**config.mk**
```make
export PLATFORM = sky130hd
export DESIGN_NAME = instruction_decode_stage
export DESIGN_NICKNAME = d
export VERILOG_FILES = /design/src/rtl/instruction_decode_stage.sv
export SDC_FILE = /design/constraint.sdc
export NUM_CORES = 1
export LEC_CHECK = 0
export ABC_AREA = 1
export CAP_MARGIN = 5
export CORE_MARGIN = 2
export CORE_UTILIZATION = 25
export CTS_CLUSTER_DIAMETER = 120
export DETAILED_ROUTE_END_ITERATION = 7
export DONT_BUFFER_PORTS = 1
export PLACE_DENSITY = 0.49
export SYNTH_ARGS = -nofsm -noshare
export SYNTH_HDL_FRONTEND = slang
export SYNTH_SLANG_ARGS = --single-unit
```
**constraint.sdc**
```tcl
create_clock -name clk -period 8.3 [get_ports clk]
set_input_delay 1.245 -clock clk [delete_from_list [all_inputs] [get_ports clk]]
set_output_delay 1.245 -clock clk [all_outputs]
set_load 0.01 [all_outputs]
```
**src/rtl/instruction_decode_stage.sv**
```systemverilog
// MIPS-subset decode stage: combinational field/control decode feeding a small
// FIFO toward execute, with synchronous flush and a saturating illegal-opcode counter.
module instruction_decode_stage #(
    parameter int DATA_WIDTH = 32,
    parameter int PC_WIDTH   = 32,
    parameter int DEPTH      = 2
) (
    input  logic                  clk,
    input  logic                  rst_n,
    input  logic                  flush,
    input  logic                  in_valid,
    output logic                  in_ready,
    input  logic [31:0]           instruction,
    input  logic [PC_WIDTH-1:0]   in_pc,
    output logic                  out_valid,
    input  logic                  out_ready,
    output logic [5:0]            opcode,
    output logic [5:0]            funct,
    output logic [4:0]            rs,
    output logic [4:0]            rt,
    output logic [4:0]            rd,
    output logic [4:0]            shamt,
    output logic [25:0]           addr,
    output logic [DATA_WIDTH-1:0] imm_ext,
    output logic [4:0]            dest_reg,
    output logic [PC_WIDTH-1:0]   pc,
    output logic                  reg_write,
    output logic                  mem_read,
    output logic                  mem_write,
    output logic                  alu_src_imm,
    output logic                  branch_ne,
    output logic                  jump,
    output logic                  link,
    output logic                  illegal,
    output logic [7:0]            illegal_count
);
    localparam int AW = (DEPTH > 1) ? $clog2(DEPTH) : 1;
    localparam int CW = $clog2(DEPTH + 1);

    localparam logic [5:0] OP_RTYPE = 6'b000000;
    localparam logic [5:0] OP_J     = 6'b000010;
    localparam logic [5:0] OP_JAL   = 6'b000011;
    localparam logic [5:0] OP_BNE   = 6'b000101;
    localparam logic [5:0] OP_ADDI  = 6'b001000;
    localparam logic [5:0] OP_XORI  = 6'b001110;
    localparam logic [5:0] OP_LW    = 6'b100011;
    localparam logic [5:0] OP_SW    = 6'b101011;

    typedef struct packed {
        logic [5:0]            opcode;
        logic [5:0]            funct;
        logic [4:0]            rs;
        logic [4:0]            rt;
        logic [4:0]            rd;
        logic [4:0]            shamt;
        logic [25:0]           addr;
        logic [DATA_WIDTH-1:0] imm_ext;
        logic [4:0]            dest_reg;
        logic [PC_WIDTH-1:0]   pc;
        logic                  reg_write;
        logic                  mem_read;
        logic                  mem_write;
        logic                  alu_src_imm;
        logic                  branch_ne;
        logic                  jump;
        logic                  link;
        logic                  illegal;
    } bundle_t;

    bundle_t               w_dec;
    bundle_t               w_head;
    logic [DATA_WIDTH-1:0] w_imm_sext;
    logic [DATA_WIDTH-1:0] w_imm_zext;
    logic                  w_full;
    logic                  w_empty;
    logic                  w_push;
    logic                  w_pop;

    bundle_t               r_mem [DEPTH];
    logic [AW-1:0]         r_wr_ptr;
    logic [AW-1:0]         r_rd_ptr;
    logic [CW-1:0]         r_count;
    logic [7:0]            r_illegal_count;

    assign w_imm_sext = DATA_WIDTH'($signed(instruction[15:0]));
    assign w_imm_zext = DATA_WIDTH'(instruction[15:0]);

    // Start from all-zero so fields a format does not use are always 0.
    always_comb begin
        w_dec        = '0;
        w_dec.opcode = instruction[31:26];
        w_dec.pc     = in_pc;
        case (instruction[31:26])
            OP_RTYPE: begin
                w_dec.rs        = instruction[25:21];
                w_dec.rt        = instruction[20:16];
                w_dec.rd        = instruction[15:11];
                w_dec.shamt     = instruction[10:6];
                w_dec.funct     = instruction[5:0];
                w_dec.dest_reg  = instruction[15:11];
                w_dec.reg_write = 1'b1;
            end
            OP_J: begin
                w_dec.addr = instruction[25:0];
                w_dec.jump = 1'b1;
            end
            OP_JAL: begin
                w_dec.addr      = instruction[25:0];
                w_dec.jump      = 1'b1;
                w_dec.link      = 1'b1;
                w_dec.reg_write = 1'b1;
                w_dec.dest_reg  = 5'd31;
            end
            OP_ADDI, OP_LW, OP_XORI: begin
                w_dec.rs          = instruction[25:21];
                w_dec.rt          = instruction[20:16];
                w_dec.imm_ext     = (instruction[31:26] == OP_XORI) ? w_imm_zext : w_imm_sext;
                w_dec.reg_write   = 1'b1;
                w_dec.alu_src_imm = 1'b1;
                w_dec.mem_read    = (instruction[31:26] == OP_LW);
                w_dec.dest_reg    = instruction[20:16];
            end
            OP_SW: begin
                w_dec.rs          = instruction[25:21];
                w_dec.rt          = instruction[20:16];
                w_dec.imm_ext     = w_imm_sext;
                w_dec.mem_write   = 1'b1;
                w_dec.alu_src_imm = 1'b1;
            end
            OP_BNE: begin
                w_dec.rs        = instruction[25:21];
                w_dec.rt        = instruction[20:16];
                w_dec.imm_ext   = w_imm_sext;
                w_dec.branch_ne = 1'b1;
            end
            default: begin
                w_dec.rs      = instruction[25:21];
                w_dec.rt      = instruction[20:16];
                w_dec.illegal = 1'b1;
            end
        endcase
    end

    assign w_full   = (r_count == CW'(DEPTH));
    assign w_empty  = (r_count == '0);
    assign in_ready = !w_full;
    assign out_valid = !w_empty;
    // Ready depends only on occupancy, never on out_ready, so a full FIFO refuses pushes.
    assign w_push   = in_valid && !w_full && !flush;
    assign w_pop    = !w_empty && out_ready && !flush;

    always_ff @(posedge clk or negedge rst_n) begin
        if (!rst_n) begin
            r_wr_ptr        <= '0;
            r_rd_ptr        <= '0;
            r_count         <= '0;
            r_illegal_count <= '0;
        end else begin
            if (flush) begin
                r_wr_ptr <= '0;
                r_rd_ptr <= '0;
                r_count  <= '0;
            end else begin
                if (w_push) r_wr_ptr <= r_wr_ptr + AW'(1);
                if (w_pop)  r_rd_ptr <= r_rd_ptr + AW'(1);
                if (w_push && !w_pop)      r_count <= r_count + CW'(1);
                else if (w_pop && !w_push) r_count <= r_count - CW'(1);
            end
            if (w_push && w_dec.illegal && (r_illegal_count != 8'hFF))
                r_illegal_count <= r_illegal_count + 8'd1;
        end
    end

    // Storage needs no reset: contents are only visible while occupancy is non-zero.
    always_ff @(posedge clk) begin
        if (w_push) r_mem[r_wr_ptr] <= w_dec;
    end

    assign w_head = w_empty ? bundle_t'('0) : r_mem[r_rd_ptr];

    assign opcode        = w_head.opcode;
    assign funct         = w_head.funct;
    assign rs            = w_head.rs;
    assign rt            = w_head.rt;
    assign rd            = w_head.rd;
    assign shamt         = w_head.shamt;
    assign addr          = w_head.addr;
    assign imm_ext       = w_head.imm_ext;
    assign dest_reg      = w_head.dest_reg;
    assign pc            = w_head.pc;
    assign reg_write     = w_head.reg_write;
    assign mem_read      = w_head.mem_read;
    assign mem_write     = w_head.mem_write;
    assign alu_src_imm   = w_head.alu_src_imm;
    assign branch_ne     = w_head.branch_ne;
    assign jump          = w_head.jump;
    assign link          = w_head.link;
    assign illegal       = w_head.illegal;
    assign illegal_count = r_illegal_count;
endmodule

```
==> summary.txt <==
Clock network
  • Clk root buf: clkbuf_16
  • H-tree depth: 1
  • CTS buffer count: 29
  • CTS Sinks: 252
  • Clock-pin slew on the worst setup and hold paths: 0.06 ns
  • Post-CTS sizing: 0
  • TritonCTS clock tree: built
  • Number of setup buffers added after CTS: 0
  • Bufs on Longest Clock Path: 3
  • Clock latency at the later pin of the worst-skew pair: 0.55 ns
  • Post-CTS Hold Buffers: 0

Route
  • Drt wl/cell: 19.3 um
  • DRT Pass-1 Iters: 5
  • Initial DRC count: 496
  • Via Count: 6417
  • Vias/cell: 4.41
  • Drt total wl: 28.0 mm
  • Antenna Violating Nets Remaining: 0
  • DRC Markers: 0

GRT
  • Global-route usage over all layers: 0.123
  • First-pass GRT wire length: 40.8 mm
  • Total gr overflow: 0
  • Largest net degree at the start of global routing: 73
  • Vias in the first global route: 6174
  • Initial antenna violation count: 0

Place
  • DP Wirelength: 17.2 mm
  • RePlAce Congestion: 0.741
  • IO buf count: 0

Critical path
  • Startpoint class of the critical path: register
  • CP Capture Type: primary output
  • Worst-path fanout max: 62
  • Crit-path max cell delay: 0.73 ns
  • CP Class: reg -> out
  • CP max stage cell: dfrtp_4
  • Length in cells of the worst reg-to-reg path: 6
  • Critical Path RT: 7.05 ns
  • Data arrival, critical path: 3.20 ns
  • CP Cell Sequence: inv_4 > buf_4 > nand2_1 > a21oi_1
  • Critical path origin: r_rd_ptr$_DFFE_PN0P_
  • R2r endpoint: r_mem[1][89]$_DFFE_PP_
  • R2R setup slack: 5.22 ns
  • RR Startpoint: r_count[0]$_DFFE_PN0P_

Synth
  • EDFF count, synth: 240
  • Ys Warns: 0
  • Post-synth top area share: 0.684
  • Post-Syn Area: 10500 um2
  • Yosys reg bits: 252
  • Cell accounting for the most synthesized area: edfxtp_1
  • Synth unique cells: 29
  • Mean Syn Cell Area: 11.5 um2
  • Asr flop ratio synth: 0.0476
  • Syn_nets: 987
  • Synth top area cells: edfxtp_1 68%, nand2_1 11%, a21oi_1 5.9%, dfrtp_1 2.9%, nor2_1 2.2%
  • Syn Inst Count: 917
  • Seq/Total Area, Yosys: 0.713
  • Most used flip-flop cell after synthesis: edfxtp_1

Timing
  • RSZ-0062 raised after global routing: false
  • Setup TNS: 0 ns
  • Final Hold Vio Count: 0
  • Worst-Margin Slew: 1.01 ns
  • Final setup vio count: 0
  • Slew Viols, Final: 0
  • Fmax: 225 MHz
  • Rel. slew slack: 0.328
  • Fin crit share: 0.535
  • Clk_skew: 0.0168 ns
  • Final min period: 4.44 ns

Final layout
  • Syn-to-layout area delta: 12.9%
  • Layout cells sized above 1: 0.0983
  • Fin util: 0.285
  • Diodes inserted: 0
  • Fin nets: 968

Power
  • Worst vdd ir: 0.000140 V
  • Static Leakage: 4.35 nW
  • Cell Pwr Density: 319 nW/um2

Die
  • Starting Density: 0.252
  • # IOs: 214
  • Chip Width: 209 um
  • Overall die height: 209 um
  • Die footprint: 43800 um2
  • Core Area: 41800 um2
  • Row count: 75

Job
  • Max-Cap Viols: 0

Hold path
  • Hold crit path type: in -> async

Status
  • Status: finished, final reports clean
## registers in the layout (all words and copies together) (netlist names)
| register | count |
|---|---|
| illegal_count | 8 |
| r_rd_ptr | 1 |
| r_wr_ptr | 1 |
| r_mem | 240 |
| r_count | 2 |
## cell usage after synthesis, types with 2 or more instances
cell and instances:
buf_6 4, nand3_1 5, inv_2 4, nand2_4 2, o21ai_1 2, clkbuf_1 20
dfrtp_1 12, xor2_1 4, nand3_4 3, a21oi_1 125, buf_4 15, nand3b_1 3
nor2_4 3, nand3_2 4, buf_2 18, inv_1 52, nand4_1 9, nand2_1 297
buf_1 3, nor2_2 17, o21ai_0 8, nor2_1 61, edfxtp_1 240
## worst max-delay path, delay by kind of cell, from the launching register on
family                 cells  cell delay [ns]
buffers and inverters      2             1.37
AO/OA/AOI/OAI              1             0.36
flip-flops                 1             0.73
AND/OR/NAND/NOR            1             0.12
## final cells by class
type	instances	area, um2
Sequential cell	252	7510
Timing Repair Buffer	10	75.1
Multi-Input combinational cell	549	2520
Clock inverter	16	160
Inverter	56	213
Fill cell	4280	29900
Tap cell	539	674
Clock buffer	33	741
## placed cells by master, fill, tap and decap left out, types with 6 or more instances in the layout
cell and instances:
buf_4 10, clkinv_1 7, nand2_1 297, nor2_4 6
nand4_1 9, inv_1 52, nor2_2 17, clkbuf_16 29
a21oi_1 124, nor2_1 58, dfrtp_1 11, edfxtp_1 240
o21ai_0 8
## routing by layer
layer  share of wire  vias up  GRT usage
li1                -     3050          -
met1            0.42     3154      0.153
met2            0.48      178      0.201
met3           0.082       35     0.0446
met4           0.019        0     0.0347
met5               0        -          0
## per-stage QoR
step | total power [mW] | hold WS [ns] | std cells | setup slack (ns) | instance area [um2]
floorplan | 2.38 | 0.481 | 917 | 1.17 | 10500
global placement | 2.62 | 0.560 | 1406 | 4.30 | 11000
detailed placement | 2.63 | 0.564 | 1406 | 4.30 | 11000
CTS | 3.88 | 0.344 | 1455 | 3.72 | 11900
global route | 4.00 | 0.346 | 1455 | 3.62 | 11900
finish | 3.79 | 0.384 | 1455 | 3.86 | 11900
## worst max path at each step
stage	endpoint	slack, ns
after floorplan	r_mem[0][0]$_DFFE_PP_	1.17
after global placement	r_mem[1][53]$_DFFE_PP_	4.30
after detailed placement	r_mem[1][52]$_DFFE_PP_	4.30
after CTS	dest_reg[2]	3.72
after global routing	dest_reg[2]	3.62
final	rd[4]	3.86
## logic make-up after synthesis
logic type,count (synthesis),share of synthesized area
buffers and inverters,116,0.0517
and+or+nand+nor,407,0.165
DFF,252,0.713
adders and majority gates,1,0.00119
xor gates and xnor gates,4,0.00333
AOI/OAI and AO/OA,137,0.0665
## where the power goes
part | leakage (nW) | switching (mW) | internal [mW] | total, mW
sequential | 2.40 | 0.0807 | 1.52 | 1.60
combinational | 1.52 | 0.789 | 0.175 | 0.964
clock | 0.441 | 0.500 | 0.727 | 1.23
Note: power is estimated with default switching activity, not from simulation.
